**src/rtl/johnson_phase_tracker.sv**
```systemverilog
// Phase tracker for a 4-bit Johnson counter: decodes codes to phase, locks
// onto a clean sequence, flags illegal codes and sequence breaks, counts revolutions.
module johnson_phase_tracker #(
  parameter int LOCK_CNT   = 3,
  parameter int WRAP_W     = 8,
  parameter int ALLOW_HOLD = 1
) (
  input  logic              clk,
  input  logic              reset,
  input  logic [3:0]        q_in,
  input  logic              q_valid,
  input  logic              clear_err,
  output logic [2:0]        phase,
  output logic [7:0]        phase_onehot,
  output logic              locked,
  output logic              illegal,
  output logic              seq_err,
  output logic              fault,
  output logic              wrap_pulse,
  output logic [WRAP_W-1:0] wrap_cnt
);

  typedef enum logic [1:0] {
    ST_SEARCH = 2'd0,
    ST_LOCKED = 2'd1,
    ST_FAULT  = 2'd2
  } state_t;

  localparam logic [3:0] LOCK_LAST = 4'(LOCK_CNT - 1);

  // Returns {legal, phase}; illegal codes come back as all zeros.
  function automatic logic [3:0] decode(input logic [3:0] code);
    case (code)
      4'h0:    decode = {1'b1, 3'd0};
      4'h1:    decode = {1'b1, 3'd1};
      4'h3:    decode = {1'b1, 3'd2};
      4'h7:    decode = {1'b1, 3'd3};
      4'hF:    decode = {1'b1, 3'd4};
      4'hE:    decode = {1'b1, 3'd5};
      4'hC:    decode = {1'b1, 3'd6};
      4'h8:    decode = {1'b1, 3'd7};
      default: decode = 4'b0000;
    endcase
  endfunction

  state_t            state_q, state_d;
  logic [3:0]        match_q, match_d;
  logic [2:0]        last_phase_q, last_phase_d;
  logic              seeded_q, seeded_d;
  logic [2:0]        phase_q, phase_d;
  logic [7:0]        onehot_q, onehot_d;
  logic              locked_q, locked_d;
  logic              illegal_q, illegal_d;
  logic              seq_err_q, seq_err_d;
  logic              fault_q, fault_d;
  logic              wrap_pulse_q, wrap_pulse_d;
  logic [WRAP_W-1:0] wrap_cnt_q, wrap_cnt_d;

  logic [3:0] dec_s;
  logic       legal_s;
  logic [2:0] samp_phase_s;
  logic       is_succ_s;
  logic       is_rep_s;

  always_comb begin
    dec_s        = decode(q_in);
    legal_s      = dec_s[3];
    samp_phase_s = dec_s[2:0];
    is_succ_s    = (samp_phase_s == (last_phase_q + 3'd1));
    is_rep_s     = (samp_phase_s == last_phase_q);

    state_d      = state_q;
    match_d      = match_q;
    last_phase_d = last_phase_q;
    seeded_d     = seeded_q;
    phase_d      = phase_q;
    wrap_cnt_d   = wrap_cnt_q;
    illegal_d    = 1'b0;
    seq_err_d    = 1'b0;
    wrap_pulse_d = 1'b0;

    case (state_q)
      ST_SEARCH: begin
        if (q_valid && !legal_s) begin
          illegal_d = 1'b1;
          match_d   = 4'd0;
        end else if (q_valid) begin
          last_phase_d = samp_phase_s;
          phase_d      = samp_phase_s;
          seeded_d     = 1'b1;
          // The first legal sample after reset has no predecessor to compare with.
          if (!seeded_q) begin
            match_d = 4'd0;
          end else if (is_succ_s) begin
            match_d = match_q + 4'd1;
            if (match_q == LOCK_LAST) begin
              state_d = ST_LOCKED;
            end else begin
              state_d = ST_SEARCH;
            end
          end else if (is_rep_s && (ALLOW_HOLD != 0)) begin
            match_d = match_q;
          end else begin
            match_d = 4'd0;
          end
        end else begin
          state_d = ST_SEARCH;
        end
      end
      ST_LOCKED: begin
        if (q_valid && !legal_s) begin
          illegal_d = 1'b1;
          match_d   = 4'd0;
          state_d   = ST_FAULT;
        end else if (q_valid && is_succ_s) begin
          last_phase_d = samp_phase_s;
          phase_d      = samp_phase_s;
          if (last_phase_q == 3'd7) begin
            wrap_pulse_d = 1'b1;
            wrap_cnt_d   = wrap_cnt_q + WRAP_W'(1);
          end else begin
            wrap_cnt_d = wrap_cnt_q;
          end
        end else if (q_valid && !(is_rep_s && (ALLOW_HOLD != 0))) begin
          seq_err_d = 1'b1;
          match_d   = 4'd0;
          state_d   = ST_FAULT;
        end else begin
          state_d = ST_LOCKED;
        end
      end
      ST_FAULT: begin
        // A sample arriving together with clear_err is discarded.
        if (clear_err) begin
          state_d = ST_SEARCH;
          match_d = 4'd0;
        end else if (q_valid && !legal_s) begin
          illegal_d = 1'b1;
        end else begin
          state_d = ST_FAULT;
        end
      end
      default: begin
        state_d = ST_SEARCH;
        match_d = 4'd0;
      end
    endcase

    locked_d = (state_d == ST_LOCKED);
    fault_d  = (state_d == ST_FAULT);
    if (locked_d) begin
      onehot_d = 8'd1 << phase_d;
    end else begin
      onehot_d = 8'd0;
    end
  end

  always_ff @(posedge clk) begin
    if (reset) begin
      state_q      <= ST_SEARCH;
      match_q      <= 4'd0;
      last_phase_q <= 3'd0;
      seeded_q     <= 1'b0;
      phase_q      <= 3'd0;
      onehot_q     <= 8'd0;
      locked_q     <= 1'b0;
      illegal_q    <= 1'b0;
      seq_err_q    <= 1'b0;
      fault_q      <= 1'b0;
      wrap_pulse_q <= 1'b0;
      wrap_cnt_q   <= '0;
    end else begin
      state_q      <= state_d;
      match_q      <= match_d;
      last_phase_q <= last_phase_d;
      seeded_q     <= seeded_d;
      phase_q      <= phase_d;
      onehot_q     <= onehot_d;
      locked_q     <= locked_d;
      illegal_q    <= illegal_d;
      seq_err_q    <= seq_err_d;
      fault_q      <= fault_d;
      wrap_pulse_q <= wrap_pulse_d;
      wrap_cnt_q   <= wrap_cnt_d;
    end
  end

  assign phase        = phase_q;
  assign phase_onehot = onehot_q;
  assign locked       = locked_q;
  assign illegal      = illegal_q;
  assign seq_err      = seq_err_q;
  assign fault        = fault_q;
  assign wrap_pulse   = wrap_pulse_q;
  assign wrap_cnt     = wrap_cnt_q;

endmodule
```
**config.mk**
```make
export PLATFORM = sky130hd
export DESIGN_NAME = johnson_phase_tracker
export DESIGN_NICKNAME = d
export VERILOG_FILES = /design/src/rtl/johnson_phase_tracker.sv
export SDC_FILE = /design/constraint.sdc
export NUM_CORES = 1
export LEC_CHECK = 0
export ABC_AREA = 0
export BUFFER_PORTS_ARGS = -buffer_cell sky130_fd_sc_hd__buf_4
export CAP_MARGIN = 20
export CORE_ASPECT_RATIO = 1.5
export CORE_UTILIZATION = 45
export DETAILED_ROUTE_END_ITERATION = 8
export PLACE_DENSITY = 0.69
export SLEW_MARGIN = 20
export SYNTH_ARGS = -nofsm -noshare
export SYNTH_HDL_FRONTEND = slang
export SYNTH_SLANG_ARGS = --single-unit
```
**constraint.sdc**
```tcl
create_clock -name clk -period 2.3 [get_ports clk]
set_input_delay 0.345 -clock clk [delete_from_list [all_inputs] [get_ports clk]]
set_output_delay 0.345 -clock clk [all_outputs]
set_load 0.01 [all_outputs]
```
==> summary.txt <==
Run status
  – Status: finished with violations
  – Failing checks: setup timing

STA
  – Min Tclk post-route: 2.32 ns
  – Fmax: 0.431 GHz
  – RSZ-0062 raised after global routing: yes
  – Period utilization: 101%
  – Final clock skew: 0.00230 ns
  – Slew @ Worst Pin: 0.674 ns
  – Final Hold Fails: 0
  – Endpoints failing setup: 1
  – Worst setup margin: -0.0178 ns
  – Setup_tns: -0.0178 ns
  – Final Slew Violations: 0
  – Relative slew slack: 54.9%

Critical path
  – Critical Path Source Type: register
  – Critical Path AT: 2.52 ns
  – Reg2reg start: last_phase_q[0]
  – Setup CP Type: register to register
  – Crit. End Element: register
  – Crit path max fanout: 6
  – Worst path required time: 2.50 ns
  – CP Launch Point: last_phase_q[0]

Routing
  – Post-DRT Antenna Nets: 0
  – Final WL: 4570 µm
  – Initial drt markers: 35
  – WL per Instance: 15.3 µm
  – Remaining DRCs: 0
  – Pre-antenna DRT Iters: 4
  – Drt via density: 5.64
  – Via Count: 1686

Logic synthesis
  – Post-Syn Instances: 195
  – Synth Area in Adders: 3.49%
  – Synth Area in Compound Gates: 20.9%
  – Cell taking the most area after synthesis: dfxtp_1
  – Mux share of post-synthesis cell area: 3.14%
  – Yosys warnings: 0
  – Average size of a mapped cell: 9.19 µm²
  – Register area share after synthesis: 38.0%
  – #FFs+latches synth: 34
  – Mapped cell area: 1790 µm²
  – Post-synth cell types: 51
  – Post-synth top area share: 38.0%
  – Xor/xnor share of the synthesized area: 4.89%
  – Synth area leaders: dfxtp_1 (38%), nor2_1 (4.2%), xnor2_1 (3.9%)
  – Simple-gate area share of the yosys netlist: 24.9%
  – Synthesized Nets: 208
  – Main combinational cell family by area after synthesis: simple AND/OR/NAND/NOR gates

CTS
  – Clock Latency Late Sink: 0.28 ns
  – CTS tree: built
  – Root buf cell: clkbuf_8
  – Reg clk slew, reported paths: 0.07 ns
  – Longest Clk Path Bufs: 2
  – Number of H-tree levels: 2
  – Sink Count: 34
  – CTS buffer count: 5

Place
  – GP Congestion: 0.873
  – Cell Area, Placed: 2270 µm²
  – Dpl hpwl: 3230 µm
  – PortBufs: 31
  – Pre-CTS setup slack: -0.111 ns

Global route
  – Vias in the first global route: 1631
  – Congestion Overflow GR: 0
  – Overall Global Routing Usage: 23.6%
  – Pin count of the biggest net entering global routing: 22
  – First-pass GRT wire length: 7310 µm
  – Initial antenna violation count: 0

Floorplan
  – Initial core utilization: 47.8%
  – Die X: 53.5 µm
  – Core area: 3750 µm²
  – Row cnt: 27
  – Die ar.: 4240 µm²
  – Ports: 32
  – Die height: 79.3 µm

Pwr
  – Lkg Pwr: 0.00110 µW
  – PD cells: 533 nW/µm²
  – Worst vdd ir: 0.601 mV

Finish
  – Layout area overhead: 43.6%
  – Layout cells sized above 1: 41.4%
  – Ant diodes: 0
  – # nets final: 268
  – Final instance area: 2570 µm²

Hold path
  – Hold Startpoint: clear_err
  – Min-Delay Path Class: input port to register

Run
  – Max Cap Viol: 0
placed cells by master (no fill, tap or decap), types with 2 or more instances in the layout:
cell type and n:
nor4_2 4, nand4_1 2, nor4b_2 3, mux2i_1 3, a31oi_1 5, nand3b_1 2, a21oi_1 9, nand3_1 3
a21o_4 2, a21o_1 2, nand2b_1 6, a211oi_1 2, nor4b_4 3, dfxtp_1 32, xor2_1 2, inv_1 12
buf_4 56, nor4_1 3, buf_6 3, a21oi_2 2, o221ai_4 2, nand2_1 13, clkbuf_8 6, ha_4 2
o21ai_0 6, and3_1 3, xnor2_1 8, dfxtp_2 2, ha_1 3, nor4_4 3, nor3_1 3, nor2_1 19
final timing paths:
path,depth (start not counted),endpoint,slack [ns]
setup reg to reg,9,phase_onehot[4],-0.02
setup / recovery,9,phase_onehot[4],-0.02
hold reg to reg,1,match_q[3],0.47
hold / removal,4,fault,0.39
state kept, by name, indices dropped and copies added (netlist names):
register	count
last_phase_q	3
seq_err	1
wrap_pulse	1
fault	1
phase	3
match_q	4
phase_onehot	8
locked	1
state_q	2
wrap_cnt	8
illegal	1
seeded_q	1
area by class of cell:
type	instances	area [µm²]
Timing Repair Buffer	59	454
Multi-Input combinational cell	143	1240
Inverter	12	45.0
Clock buffer	6	82.6
Sequential cell	34	683
Fill cell	286	1180
Tap cell	43	53.8
Clock inverter	2	12.5
power by group:
group	internal (µW)	switching, µW	leakage, µW
registers	598	8.66	0.000276
logic	140	158	0.000778
clock network	241	227	0.0000472
metrics by stage:
| step | std cells | power [µW] | hold slack [ns] | utilization, % |
|---|---|---|---|---|
| floorplan | 195 | 780 | 0.439 | - |
| global placement | 287 | 873 | 0.465 | 60.5 |
| detailed placement | 287 | 878 | 0.465 | 60.5 |
| CTS | 299 | 1370 | 0.384 | 66.7 |
| global route | 299 | 1430 | 0.400 | 68.6 |
| finish | 299 | 1370 | 0.387 | 68.6 |
synthesized netlist by cell type, drive strengths merged:
cell and count:
or4 1, o32ai 1, o32a 1, and4b 1
o221ai 3, o22a 1, nor3b 1, a21o 4
o22ai 1, buf 4, ha 5, nand2b 6
nor2 20, inv 12, or2 1, o2bb2ai 1
nand4 2, o21ba 1, a21oi 11, nand4b 1
a31oi 5, nor3 3, dfxtp 34, nor4bb 1
nand2 13, o21a 1, clkbuf 3, mux2 2
nor4b 7, and2 1, mux2i 3, and3 3
xor2 2, o21ai 8, nor4 10, o31ai 1
o41ai 1, o2111a 1, a211oi 3, xnor2 8
nand3b 2, or3 1, nand3 3, a31o 1
critical path, cell delays in order (launching register included):
cell	delay, ns
dfxtp_2	0.34
ha_4	0.16
ha_4	0.23
or4_4	0.43
o221ai_4	0.11
o2bb2ai_4	0.14
a21oi_1	0.34
a21oi_2	0.06
buf_4	0.17
nor4b_2	0.25
cells by family after synthesis:
logic type / count (synthesis)
XOR/XNOR: 10
adder cells (fa/ha/maj): 5
flip-flops: 34
multiplexers: 5
AND/OR/NAND/NOR: 77
AO/OA/AOI/OAI: 45
buffers and inverters: 19
metal layers:
metal	up-vias	part of all wire, %	global-route usage, %
met3	8	3.1	4.98
met2	33	56	43.9
met5	-	0	0
met1	813	39	24.6
li1	832	-	-
met4	0	2.2	8.42
what timing repair did:
item,4_1_cts,5_1_grt
endpoints found under the setup margin,16,19
resized for setup,18,10
setup buffers,3,0
pin swaps,7,2
hold buffers,0,0
cloned,1,0
No activity file was read; power rests on OpenSTA's default activity.
